**config.mk**
```make
export PLATFORM = sky130hd
export DESIGN_NAME = rsqrt_fp32_wrap
export DESIGN_NICKNAME = d
export VERILOG_FILES = /design/src/rtl/rsqrt_fp_pkg.sv /design/src/rtl/rsqrt_sideband_delay.sv /design/src/rtl/rsqrt_fp32_wrap.sv
export SDC_FILE = /design/constraint.sdc
export NUM_CORES = 1
export LEC_CHECK = 0
export BUFFER_PORTS_ARGS = -buffer_cell sky130_fd_sc_hd__buf_2
export CORE_MARGIN = 4
export CORE_UTILIZATION = 30
export CTS_BUF_LIST = sky130_fd_sc_hd__clkbuf_16
export CTS_CLUSTER_SIZE = 8
export DETAILED_ROUTE_END_ITERATION = 8
export GPL_TIMING_DRIVEN = 0
export SETUP_SLACK_MARGIN = 0.4
export SLEW_MARGIN = 20
export SYNTH_ARGS = -nofsm -noshare
export SYNTH_HDL_FRONTEND = slang
export SYNTH_HIERARCHICAL = 1
export SYNTH_SLANG_ARGS = --single-unit
```
**constraint.sdc**
```tcl
create_clock -name CLK -period 7.1 [get_ports CLK]
set_clock_uncertainty 0.2 [all_clocks]
set_input_delay 1.42 -clock CLK [delete_from_list [all_inputs] [get_ports CLK]]
set_output_delay 1.42 -clock CLK [all_outputs]
set_load 0.01 [all_outputs]
```
**src/rtl/rsqrt_fp_pkg.sv**
```systemverilog
// Shared definitions for the float32 reciprocal-square-root wrapper:
// operand classes, float32 field layout, special encodings and the
// 1/sqrt(2) constant used for odd exponents.
package rsqrt_fp_pkg;

  localparam int FP_W     = 32;
  localparam int FRAC_W   = 23;
  localparam int EXP_W    = 8;
  localparam int EXP_LSB  = 23;
  localparam int SIGN_BIT = 31;

  localparam int          BIAS = 127;
  localparam logic [31:0] QNAN = 32'h7FC00000;
  localparam logic [31:0] PINF = 32'h7F800000;
  localparam logic [31:0] NINF = 32'hFF800000;

  // 1/sqrt(2) in 0.24 unsigned fixed point
  localparam logic [23:0] INV_SQRT2 = 24'hB504F3;

  typedef enum logic [2:0] {
    CLS_NORMAL = 3'd0,
    CLS_ZERO   = 3'd1,
    CLS_NEG    = 3'd2,
    CLS_NAN    = 3'd3,
    CLS_INF    = 3'd4
  } fp_class_t;

  // Per-operand sideband carried alongside the core pipeline
  typedef struct packed {
    logic              valid;
    logic signed [7:0] k;
    logic              r;
    fp_class_t         cls;
    logic              sign;
  } sideband_t;

  localparam int SB_W = $bits(sideband_t);

  // Denormals fall into CLS_ZERO (flush to zero); -inf is treated as a
  // negative operand.
  function automatic fp_class_t classify(input logic [31:0] f);
    logic [7:0]  ex;
    logic [22:0] fr;
    ex = f[EXP_LSB +: EXP_W];
    fr = f[FRAC_W-1:0];
    if (ex == 8'd0)
      return CLS_ZERO;
    if (ex == 8'hFF) begin
      if (fr != 23'd0)
        return CLS_NAN;
      return f[SIGN_BIT] ? CLS_NEG : CLS_INF;
    end
    if (f[SIGN_BIT])
      return CLS_NEG;
    return CLS_NORMAL;
  endfunction

endpackage

```
**src/rtl/rsqrt_sideband_delay.sv**
```systemverilog
// CE-gated shift register that carries the sideband word in step with the
// mantissa core. Synchronous active-low clear empties every stage.
module rsqrt_sideband_delay #(
  parameter int W     = 14,
  parameter int DEPTH = 6
) (
  input  logic         CLK,
  input  logic         nRST,
  input  logic         CE,
  input  logic [W-1:0] din,
  output logic [W-1:0] dout
);

  generate
    for (genvar gi = 0; gi < DEPTH; gi++) begin : g_stage
      logic [W-1:0] data_reg;
      if (gi == 0) begin : g_first
        // first stage captures the freshly unpacked sideband
        always_ff @(posedge CLK) begin
          if (!nRST)
            data_reg <= '0;
          else if (CE)
            data_reg <= din;
        end
      end else begin : g_next
        // later stages advance one step per enabled cycle
        always_ff @(posedge CLK) begin
          if (!nRST)
            data_reg <= '0;
          else if (CE)
            data_reg <= g_stage[gi-1].data_reg;
        end
      end
    end
  endgenerate

  assign dout = g_stage[DEPTH-1].data_reg;

endmodule

```
**src/rtl/rsqrt_fp32_wrap.sv**
```systemverilog
// Float32 front/back end around the mantissa rsqrt core. The front end
// unpacks the operand and drives the core; the sideband (exponent half,
// parity, class, sign) rides a matched delay line; P1 applies 1/sqrt(2)
// for odd exponents, P2 normalises, rounds to nearest even and packs.
module rsqrt_fp32_wrap #(
  parameter int             CORE_LAT  = 6,
  parameter int             WLM       = 24,
  parameter logic [WLM-1:0] INV_SQRT2 = rsqrt_fp_pkg::INV_SQRT2
) (
  input  logic           CLK,
  input  logic           nRST,
  input  logic           CE,
  input  logic           in_valid,
  input  logic [31:0]    in_float,
  output logic [WLM-1:0] core_din,
  output logic           core_ce,
  input  logic [WLM-1:0] core_dout,
  output logic           out_valid,
  output logic [31:0]    out_float,
  output logic           flag_invalid,
  output logic           flag_divzero
);
  import rsqrt_fp_pkg::*;

  // Product is 2.(PW-2): bit ONE_BIT is the units position
  localparam int PW      = 2 * WLM;
  localparam int ONE_BIT = PW - 2;
  localparam int SIG_LSB = ONE_BIT - FRAC_W;

  logic signed [8:0]  e_unb;
  sideband_t          sb_in, sb_out, p1_sb_reg;
  logic [SB_W-1:0]    sb_out_w;
  logic [PW-1:0]      prod_next, p1_prod_reg;

  logic               is_one, guard, sticky, round_up;
  logic [PW-1:0]      norm;
  logic [23:0]        sig;
  logic [24:0]        sig_rnd;
  logic signed [9:0]  k_ext, exp_b;
  logic [31:0]        res_next;
  logic               inv_next, dz_next;
  logic               out_valid_reg, flag_invalid_reg, flag_divzero_reg;
  logic [31:0]        out_float_reg;
  logic               unused_bits;

  assign core_din = {1'b1, in_float[FRAC_W-1:0]};
  assign core_ce  = CE;

  // Unbiased exponent; k = floor(e/2) via arithmetic shift, r = e & 1
  assign e_unb = $signed({1'b0, in_float[EXP_LSB +: EXP_W]}) - 9'sd127;

  // unpack the operand into its sideband word
  always_comb begin
    sb_in       = '0;
    sb_in.valid = in_valid;
    sb_in.k     = 8'(e_unb >>> 1);
    sb_in.r     = e_unb[0];
    sb_in.cls   = classify(in_float);
    sb_in.sign  = in_float[SIGN_BIT];
  end

  rsqrt_sideband_delay #(
    .W     (SB_W),
    .DEPTH (CORE_LAT)
  ) u_sideband_delay (
    .CLK  (CLK),
    .nRST (nRST),
    .CE   (CE),
    .din  (sb_in),
    .dout (sb_out_w)
  );

  assign sb_out = sideband_t'(sb_out_w);

  // odd exponents fold the leftover sqrt(2) into the mantissa
  always_comb begin
    prod_next = '0;
    if (sb_out.r)
      prod_next = PW'(core_dout) * PW'(INV_SQRT2);
    else
      prod_next = {core_dout, {WLM{1'b0}}};
  end

  // P1 register: scaled mantissa plus its sideband
  always_ff @(posedge CLK) begin
    if (!nRST) begin
      p1_sb_reg   <= '0;
      p1_prod_reg <= '0;
    end else if (CE) begin
      p1_sb_reg   <= sb_out;
      p1_prod_reg <= prod_next;
    end
  end

  // normalise into [1,2), round to nearest even, pack; specials override
  always_comb begin
    is_one   = p1_prod_reg[ONE_BIT];
    norm     = is_one ? p1_prod_reg : (p1_prod_reg << 1);
    sig      = norm[ONE_BIT -: 24];
    guard    = norm[SIG_LSB-1];
    sticky   = |norm[SIG_LSB-2:0];
    round_up = guard & (sticky | sig[0]);
    sig_rnd  = {1'b0, sig} + {24'd0, round_up};
    k_ext    = {{2{p1_sb_reg.k[7]}}, p1_sb_reg.k};
    exp_b    = 10'sd127 - k_ext;
    if (!is_one)
      exp_b = exp_b - 10'sd1;
    // a rounding carry leaves the fraction zero and bumps the exponent
    if (sig_rnd[24])
      exp_b = exp_b + 10'sd1;
    res_next = {1'b0, exp_b[7:0], sig_rnd[22:0]};
    inv_next = 1'b0;
    dz_next  = 1'b0;
    case (p1_sb_reg.cls)
      CLS_ZERO: begin
        res_next = p1_sb_reg.sign ? NINF : PINF;
        dz_next  = 1'b1;
      end
      CLS_INF: begin
        res_next = 32'd0;
      end
      CLS_NEG, CLS_NAN: begin
        res_next = QNAN;
        inv_next = 1'b1;
      end
      default: ;
    endcase
  end

  // P2 register: packed result and flags, held while CE is low
  always_ff @(posedge CLK) begin
    if (!nRST) begin
      out_valid_reg    <= 1'b0;
      out_float_reg    <= 32'd0;
      flag_invalid_reg <= 1'b0;
      flag_divzero_reg <= 1'b0;
    end else if (CE) begin
      out_valid_reg    <= p1_sb_reg.valid;
      out_float_reg    <= res_next;
      flag_invalid_reg <= inv_next;
      flag_divzero_reg <= dz_next;
    end
  end

  assign out_valid    = out_valid_reg;
  assign out_float    = out_float_reg;
  assign flag_invalid = flag_invalid_reg;
  assign flag_divzero = flag_divzero_reg;

  // bits that are structurally dead after normalisation
  assign unused_bits = ^{norm[PW-1], sig_rnd[23], exp_b[9:8], p1_sb_reg.r};

endmodule

```
==> results.ini <==
[worst_setup_path]
slowest_stage = fa_1
reg2reg_slack_ns = 2.20
cp_common_cell = fa_1
cp-end-kind = flip-flop
rr_endpoint = out_float[28]
slowest_delay_ns = 0.53
cp-start-kind = primary input
path_depth = 22
ff2ff_path_depth = 16
crit_family = adder cells
path_cells = buf_6 -> ha_2 -> ha_1 -> fa_1 -> inv_1 -> fa_1 -> fa_1 -> fa_1 -> inv_1 -> fa_1 -> ha_1 -> buf_6 -> o21ai_4 -> o21bai_2 -> a21o_1 -> a2111oi_4 -> a21oi_4 -> a211oi_4 -> nor2_2 -> a311oi_2 -> xor2_1 -> o21ai_1
crit_required_ns = 7.22
path_class = primary input to flip-flop
critPathBufInv = 4
crit_start = core_dout[0]
arrival_ns = 7.20
r2r-start = p1_prod_reg[46]
crit_fanout = 11
crit_path_end = p1_prod_reg[40]

[sta]
slew_violations = 0
setup_viol = 0
fin_ws_ns = 0.0177
worstMarginPinSlew_ns = 0.899
rsz0062_at_grt = true
max_slew_margin_pct = 39.3
finalCritPeriodShare_pct = 99.8
hold_viol_final = 0
timing.fmax_ghz = 0.141
fin_crit_ns = 7.08

[synthesis]
synth_area_leader_cell = fa_1
synth_compound_area_share_pct = 10.9
synth-xor-area-share_pct = 3.53
ys_ff_latch = 179
ys_seq_area_share_pct = 19.3
synth_most_common_cell = inv_1
synthMuxAreaShare_pct = 6.47
synth_fa_ha_area_share_pct = 38.0
synth.avg_cell_area_um2 = 9.34
synth_top_family_by_area = adder cells
synth_fp_nets = 2498
yosysTopAreaCellShare_pct = 20.7
synth.distinct_cells = 78
synth_edf_count = 0
async_reset_ff_share_pct = 0
synthSimpleGateAreaFrac_pct = 11.6
yosys-top-cells-count = 328 x inv_1, 255 x ha_1, 192 x fa_1
ys.flop_type = dfxtp_1
yosysWarnings = 6
synth.area.top_cells = fa_1 21%, dfxtp_1 19%, ha_1 17%
syn_area_um2 = 18600
netlist_instances = 1991

[layout]
area_growth_pct = 22.3
fill_cells = 6048
nNetsFinal = 2702
multiInputGateArea_um2 = 14200
instances_no_fill = 2990
regArea_um2 = 3580
num_antenna_cells = 0
largest_register_ffs = 70
drive_above_1_share_pct = 19.8

[global_routing]
grt_remaining_overflow = 0
grt_start_max_net_pins = 21
grtUsageTotal_pct = 15.7
grt_pass1_vias = 15067
grt_pass1_wl_um = 83200
antenna_found_initial = 1

[placed_design]
pre_cts_ws_ns = -0.798
portBuffers = 117
place_inst = 2890
hpwl_um = 42200
place_congestion = 0.860

[detailed_routing]
drtIter0Drc = 879
wl_per_cell_um = 17.6
vias_per_cell = 4.91
num_vias = 14666
wl_um = 52500
drc_errors = 0
antenna_left = 0
dr.pass1.iters = 5

[worst_hold_path]
min_delay_path_depth = 2
hp-class = flip-flop to flip-flop

[clock_network]
holdBufCountCts = 0
insertion_delay_ns = 0.44
root_buffer = clkbuf_16
clock-sinks = 179
clk_pin_slew_ns = 0.07
ctsLongestPathBuffers = 2
h-tree-depth = 4
cts_tree = yes
cts_inserted_buffers = 17

[floorplan]
die_area_um2 = 66000
die_y_um = 257
core_area_um2 = 60800
rows = 90
io_pins = 120
fp.dieW_um = 257
initial_core_util_pct = 30.6

[flow_run]
cap_violations = 0

[status]
status = finished clean

-- through the flow --
stage | hold slack, ns | utilization, % | TNS [ns] | cell area [µm²]
4_1_cts | 0.267 | 36.4 | 0 | 22100
3_3_place_gp | 0.252 | 33.6 | -12.37 | 20400
3_5_place_dp | 0.258 | 33.6 | -13.00 | 20400
6_report | 0.268 | 37.4 | 0 | 22700
5_1_grt | 0.279 | 37.4 | -0.306 | 22700
2_1_floorplan | 0.241 | - | 0 | 18900
-- metal layers --
| metal | vias to the layer above | GRT usage, % | routed length [µm] |
|---|---|---|---|
| li1 | 6984 | - | - |
| met1 | 7261 | 20.6 | 23400 |
| met2 | 338 | 27.1 | 25700 |
| met3 | 83 | 2.17 | 2160 |
| met4 | 0 | 4.27 | 1290 |
| met5 | - | 0 | 0 |
-- kinds of logic (layout without fill, tap and decap cells) --
group                      Yosys count  count (layout)
adders and majority gates          450             450
other                                1               1
AOI/OAI and AO/OA                  310             310
DFF                                179             179
and+or+nand+nor                    420             420
buffers and inverters              436             653
xor gates and xnor gates            75              75
muxes                              120             120
-- cell type report --
| class | count | area share, % |
|---|---|---|
| Multi-Input combinational cell | 1376 | 62.3 |
| Buffer | 107 | 3.20 |
| Clock inverter | 15 | 0.770 |
| Sequential cell | 179 | 15.8 |
| Clock buffer | 17 | 1.87 |
| Tap cell | 782 | 4.30 |
| Inverter | 329 | 5.50 |
| Timing Repair Buffer | 185 | 6.25 |
-- cell usage in the layout (no fill, tap or decap), types with 40 or more instances in the layout --
master,Yosys,routed
fa_1,192,185
nor2_1,95,91
buf_2,9,98
o21ai_0,54,40
dfxtp_1,179,179
xnor2_1,47,45
a21oi_1,101,83
clkbuf_1,58,51
nor2b_1,94,93
ha_1,255,212
nand2_1,93,86
inv_1,328,310
buf_4,28,83
mux2i_1,118,118
-- worst min-delay path by stage --
stage | start | end | slack [ns]
floorplan | p1_prod_reg[1] | p1_prod_reg[1] | 0.24
global placement | p1_prod_reg[3] | p1_prod_reg[3] | 0.25
detailed placement | out_float[10] | out_float[10] | 0.26
CTS | out_float[10] | out_float[10] | 0.27
global route | flag_invalid | flag_invalid | 0.28
finish | flag_invalid | flag_invalid | 0.27
-- repair_timing --
action / in CTS / in global routing
resized for setup: 166 / 107
pin swaps: 61 / 93
setup endpoints to repair: 26 / 26
setup buffers: 47 / 21
-- worst min-delay path: stages (launching register included) --
cell,delay [ns]
dfxtp_1,0.31
nand2_1,0.06
a21oi_1,0.05
Power is left out: the tool's default activity adds up to more than one toggle a clock period on the data nets, which glitch-free logic cannot reach.
